==> src/rtl/caesar_decrypt_engine.sv <==
// Caesar decryption engine: reads a ciphertext buffer word by word, subtracts the key and writes it back.
// Optional build macro CAESAR_ALPHA_WRAP_EN limits the shift to 'A'..'Z' with wraparound.
module caesar_decrypt_engine #(
  parameter int ADDR_W = 10,
  parameter int DATA_W = 32
) (
  input  logic              clk1,
  input  logic              rst_n,
  input  logic              start,
  input  logic [ADDR_W-1:0] base_addr,
  input  logic [ADDR_W-1:0] len,
  input  logic [7:0]        key,
  output logic              busy,
  output logic              done,
  output logic [ADDR_W-1:0] mem_addr,
  output logic              mem_rd_en,
  input  logic [DATA_W-1:0] mem_rd_data,
  output logic              mem_wr_en,
  output logic [DATA_W-1:0] mem_wr_data,
  output logic [ADDR_W-1:0] char_count
);

  typedef enum logic [2:0] {
    S_IDLE  = 3'd0,
    S_READ  = 3'd1,
    S_CALC  = 3'd2,
    S_WRITE = 3'd3,
    S_DONE  = 3'd4
  } state_t;

  state_t            state, nxt;
  logic [ADDR_W-1:0] base_q, len_q, idx_q, cnt_q;
  logic [7:0]        key_q;
  logic [DATA_W-1:0] plain_q, dec;
  logic              last;

  // index+1 evaluated one bit wider so len = 2^ADDR_W-1 cannot overflow the compare
  assign last = ({1'b0, idx_q} + (ADDR_W+1)'(1)) >= {1'b0, len_q};

`ifdef CAESAR_ALPHA_WRAP_EN
  logic [7:0] ch, kmod, off, rot;
  always_comb begin
    ch   = mem_rd_data[7:0];
    kmod = key_q % 8'd26;
    off  = ch - 8'd65;
    rot  = '0;
    dec  = mem_rd_data;
    if (mem_rd_data[DATA_W-1:8] == '0 && ch >= 8'd65 && ch <= 8'd90) begin
      rot = (off >= kmod) ? (off - kmod) : (off + 8'd26 - kmod);
      dec = DATA_W'(8'd65 + rot);
    end
  end
`else
  always_comb begin
    dec = mem_rd_data - DATA_W'(key_q);
  end
`endif

  always_ff @(posedge clk1 or negedge rst_n) begin
    if (!rst_n) begin
      state   <= S_IDLE;
      base_q  <= '0;
      len_q   <= '0;
      key_q   <= '0;
      idx_q   <= '0;
      cnt_q   <= '0;
      plain_q <= '0;
    end else begin
      state <= nxt;
      unique case (state)
        S_IDLE: if (start) begin
          base_q <= base_addr;
          len_q  <= len;
          key_q  <= key;
          idx_q  <= '0;
          cnt_q  <= '0;
        end
        S_CALC:  plain_q <= dec;
        S_WRITE: begin
          idx_q <= idx_q + ADDR_W'(1);
          cnt_q <= cnt_q + ADDR_W'(1);
        end
        default: ;
      endcase
    end
  end

  always_comb begin
    nxt = state;
    unique case (state)
      S_IDLE:  if (start) nxt = (len != '0) ? S_READ : S_DONE;
      S_READ:  nxt = S_CALC;
      S_CALC:  nxt = S_WRITE;
      S_WRITE: nxt = last ? S_DONE : S_READ;
      S_DONE:  nxt = S_IDLE;
      default: nxt = S_IDLE;
    endcase
  end

  // Moore outputs: strobes come straight from state so reset kills them immediately
  assign busy        = (state != S_IDLE);
  assign done        = (state == S_DONE);
  assign mem_rd_en   = (state == S_READ);
  assign mem_wr_en   = (state == S_WRITE);
  assign mem_addr    = (state == S_READ || state == S_WRITE) ? (base_q + idx_q) : '0;
  assign mem_wr_data = plain_q;
  assign char_count  = cnt_q;

endmodule

==> config.mk <==
export PLATFORM = sky130hd
export DESIGN_NAME = caesar_decrypt_engine
export DESIGN_NICKNAME = d
export VERILOG_FILES = /design/src/rtl/caesar_decrypt_engine.sv
export SDC_FILE = /design/constraint.sdc
export NUM_CORES = 1
export LEC_CHECK = 0
export CAP_MARGIN = 15
export CORE_ASPECT_RATIO = 1.4
export CORE_MARGIN = 2
export CORE_UTILIZATION = 50
export CTS_CLUSTER_SIZE = 24
export DETAILED_ROUTE_END_ITERATION = 8
export PLACE_DENSITY_LB_ADDON = 0.3
export SYNTH_ARGS = -nofsm -noshare
export SYNTH_HDL_FRONTEND = slang
export SYNTH_SLANG_ARGS = --single-unit
==> constraint.sdc <==
create_clock -name clk1 -period 3.4 [get_ports clk1]
set_clock_uncertainty 0.1 [all_clocks]
set_input_delay 0.51 -clock clk1 [delete_from_list [all_inputs] [get_ports clk1]]
set_output_delay 0.51 -clock clk1 [all_outputs]
set_load 0.1 [all_outputs]
Word-level counts from Yosys, hierarchy flattened --
Cells that the tools add are included.
Storage, ports and cells: register bits 83, input bits 63, word-level logic and storage cells 33
Operators by class: $add $sub $neg 5, magnitude comparators 1, equality and inequality tests 5, muxes and demuxes 8, reduce and logical (&&, ||, !) cells 7
Operators by type and width (count):
- case mux 10 bit (2 select lines) | 2
- subtractor 32 x 8 -> 32 bit | 1
- adder 10 x 1 -> 10 bit (second input constant) | 2
- two-way mux 10 bit | 2
- case mux 3 bit (4 select lines) | 1
- adder 10 x 1 -> 11 bit (second input constant) | 1
- >= comparator 11 x 10 -> 1 bit | 1
- adder 10 bit | 1
- nonzero test 10 bit | 1
- two-way mux 3 bit | 3
- == test 3 x 2 -> 1 bit (second input constant) | 2
- AND reduction 2 bit | 2
- == test 3 x 1 -> 1 bit (second input constant) | 1
- == test 3 bit (second input constant) | 1
- logical NOT 3 bit | 1
- nonzero test 3 bit | 1
- != test 2 bit (second input constant) | 1
- nonzero test 2 bit | 1
- logical OR 1 bit | 1

Longest topological paths before layout --
word-level depth 4, mapped depth 12

Worst setup path after synthesis --
No wires, ideal clock.
kind flip-flop to output port, start point register idx_q[0], end point output mem_addr[8], data arrival time 3169 ps, required time 2790 ps, path slack -379 ps, stages on the path, launching flop included 9, buffers on the path 0, cell sequence dfrtp_1 ha_1 fa_1 a21o_1 a211oi_1 nor2_1 o41ai_1 xor2_1 nor2_1
On the way: word-level cells in the longest chain between the ends 2
Ends and longest elaborated chain:
- start, declared | line 32 | logic [ADDR_W-1:0] base_q, len_q, idx_q, cnt_q;
- start signal, assigned | line 80 | idx_q <= idx_q + ADDR_W'(1);
- adder 10 bit | line 105 | assign mem_addr = (state == S_READ || state == S_WRITE) ? (base_q + idx_q) : '0;
- two-way mux 10 bit | line 105
- end, declared | line 15 | output logic [ADDR_W-1:0] mem_addr,
No other way between the ends.

Worst setup path in the final report --
start point register idx_q[1], end point output mem_addr[9]
Same word-level chain as after synthesis.

==> results.env <==
N_FILL_CELL=742
GR-USAGE-ALL-LAYERS_PCT=25.0
FIN_CRIT_NS=3.27
SLEW_HEADROOM_PCT=34.5
HOLD_VIOL=11
LAYOUT_WORST_PATH_CYCLE_SHARE_PCT=96.1
FIRST_GLOBAL_VIAS=4609
CTS-ROOT-BUF='sky130_fd_sc_hd__clkbuf_16'
INITIAL_UTILIZATION_PCT=51.8
GRT_UTIL_MET3_PCT=3.47
SYNTH_AREA_LEADER_CELL='sky130_fd_sc_hd__dfrtp_1'
CTS_HTREE_LEVELS=3
IOS=119
CRITICAL_PATH.STARTPOINT_TYPE='flip-flop'
ROUTED_WIRE_LENGTH_PER_INSTANCE_UM=15.3
NUM_VIAS=4681
PORTBUFFERS=118
NETLIST_TOP_CELLS_AREA='sky130_fd_sc_hd__dfrtp_1 42%, sky130_fd_sc_hd__nand2_1 9.3%, sky130_fd_sc_hd__ha_1 7.4%, sky130_fd_sc_hd__o21ai_0 6.9%, sky130_fd_sc_hd__xnor2_1 3.4%'
ROUTED_WIRELENGTH_UM=12700
ROWS=42
RUN_STATUS='complete, but fails checks'
POST_CTS_HOLD_BUFFER_COUNT=0
POST_ROUTE_CELLS_DRIVE_ABOVE_1_SHARE_PCT=9.54
GP_CONGESTION=0.918
DIEAREA_MM2=0.0107
GLOBALROUTEOVERFLOWTOTAL=0
MAX_BUFFERS_ROOT_TO_SINK=2
CLOCK_INSERTION_DELAY_WORST_SKEW_NS=0.34
GRT_UTIL_MET1_PCT=30.1
SYNTH_SEQ_AREA_SHARE_PCT=42.1
DRTPASS1ITERATIONS=5
FINAL.HOLD.WORST_SLACK_NS=-0.00563
POST_SYNTH_MOST_FREQUENT_CELLS='122 x sky130_fd_sc_hd__nand2_1, 83 x sky130_fd_sc_hd__dfrtp_1, 68 x sky130_fd_sc_hd__o21ai_0'
ANTENNA_LEFT=0
GRT_ANTENNA_BEFORE_REPAIR=0
GRTUSAGEMET2_PCT=43.0
WORSTSETUPPATHTYPE='flip-flop to output pin'
MAX_SLEW.WORST_PIN.SLEW_NS=0.979
GRT_FIRST_PASS_WIRELENGTH_UM=21100
HPWL_UM=9210
FINALSETUPVIOLCOUNT=0
DIE-HEIGHT_UM=121
POSTSYNTH.TOPFLOPCELL='sky130_fd_sc_hd__dfrtp_1'
HOLD_PATH_CLASS='input pin to asynchronous set/reset pin'
SYNTHDOMINANTCELLAREASHARE_PCT=42.1
GRT_START_MAX_NET_PINS=84
DIE_WIDTH_UM=87.9
NUMBER_OF_MAX_CAP_VIOLATIONS=0
DIODES=0
SYNTH-EDFF-COUNT=0
FINAL.SETUP.TNS_NS=0
SYNTHDISTINCTLIBCELLS=47
FLOW.AREA_GROWTH_FROM_SYNTHESIS_PCT=33.6
CRITICAL_PATH.MAX_FANOUT=6
NETS=793
HIGHEST_ATTAINABLE_CLOCK_FREQUENCY_MHz=306
TIMING.FINAL.MAX_SLEW_VIOLATIONS=0
CTS.CLK_SLEW.WORST_PATHS_NS=0.06
FOOTPRINT_OF_THE_MULTI_INPUT_GATES_MM2=0.00270
CLOCK_SINKS=83
CP_CAPTURE_TYPE='output pin'
DRT-VIAS-PER-INSTANCE=5.61
REQUIRED_NS=2.79
RSZ0062_AT_GRT='false'
SYN_NETS=677
TRITONCTS.NUM_BUFFERS=9
CP_DATA_ARRIVAL_TIME_NS=2.66
AVGSYNTHCELLAREA_UM2=8.46
YS_FF_LATCH=83
DRC=0
TRITONCTS='built'
SYNTH.MOST_COMMON_CELL='sky130_fd_sc_hd__nand2_1'
SYNTH_ASYNC_SR_FLOP_SHARE_PCT=100
INITIALDRTVIOLATIONCOUNT=202
SYNTH.CELL_AREA_MM2=0.00493
GRT-BUSIEST-LAYER='met2'
DESIGN.CORE.AREA_MM2=0.00951
VIOLATIONS='hold timing'
POSTLAYOUTCOREUTIL_PCT=69.2
YOSYS_WARNINGS=0
NETLIST_INSTANCES=583
SEQUENTIAL_CELL_AREA_MM2=0.00208
state kept, by name, summed over array words and instances (netlist names):
register and count:
mem_wr_data 32, base_q 10, char_count 10, idx_q 10, len_q 10, key_q 8, state 3
final timing paths:
kind,start,endpoint,slack (ns),cells after the start
max reg2reg,idx_q[1],state[0],0.46,12
min reg2reg,mem_wr_data[23],mem_wr_data[23],0.38,2
min in group clk1,mem_wr_data[23],mem_wr_data[23],0.38,2
max,idx_q[1],mem_addr[9],0.13,8
min,rst_n,mem_wr_data[4],-0.006,1
max in group asynchronous,rst_n,idx_q[4],2.60,2
layout make-up:
type                       count  share of cell area (%)
multi-input combinational    448                    40.9
sequential                    83                    31.6
timing repair buffer         130                    19.7
clock buffer                  10                    3.48
tap                          132                    2.51
inverter                      27                    1.54
clock inverter                 4                   0.304
routing by layer:
layer / vias to the layer above / wire length [um]
met5: - / 0
met1: 2224 / 5060
met3: 31 / 701
met2: 173 / 6610
met4: 0 / 372
li1: 2253 / -
through the flow:
step	hold slack, ns	instances	cell area (um2)	setup slack (ns)
2_1_floorplan	0.114	583	4950	0.0688
3_3_place_gp	0.359	817	6270	0.125
3_5_place_dp	0.366	817	6270	0.0681
4_1_cts	0.301	831	6540	0.0132
5_1_grt	0.0243	834	6590	0.0489
6_report	-0.00563	834	6590	0.133
cells in the final DEF (no fill, tap or decap), drive strengths merged, types with 5 or more instances in the layout:
cell type and instances:
a21oi 17, or4 9, nor2 44, inv 27
and2 5, a211oi 9, o21ai 69, ha 29
or3 6, clkbuf 10, dfrtp 83, xor2 12
clkdlybuf4s50 100, buf 30, xnor2 19, nand2 122
nor3 11, o31ai 5, nand2b 6, a21o 8
nand3 28, o311ai 6
critical path: stages (launching register included):
cell and delay [ns]:
sky130_fd_sc_hd__dfrtp_1 0.46, sky130_fd_sc_hd__ha_1 0.33, sky130_fd_sc_hd__a211oi_1 0.22, sky130_fd_sc_hd__nor2_1 0.12
sky130_fd_sc_hd__o31ai_1 0.48, sky130_fd_sc_hd__a31oi_1 0.19, sky130_fd_sc_hd__xnor2_1 0.17, sky130_fd_sc_hd__nor2_2 0.14
sky130_fd_sc_hd__buf_12 0.19
logic make-up (layout without fill, tap and decap cells):
kind of cell	Yosys count	after routing	share of synthesized area (%)
AO/OA/AOI/OAI	129	129	15.6
XOR/XNOR	31	31	5.51
buffers and inverters	52	171	4.01
AND/OR/NAND/NOR	254	254	24.0
flip-flops	83	83	42.1
adder cells (fa/ha/maj)	31	31	8.17
multiplexers	3	3	0.609
what timing repair did:
action,4_1_cts,5_1_grt
pin swaps,3,2
gates resized for setup,4,2
setup buffers,0,2
endpoints found under the setup margin,1,1
Power is left out: the tool's default activity adds up to more than one toggle a clock period on the data nets, which glitch-free logic cannot reach.
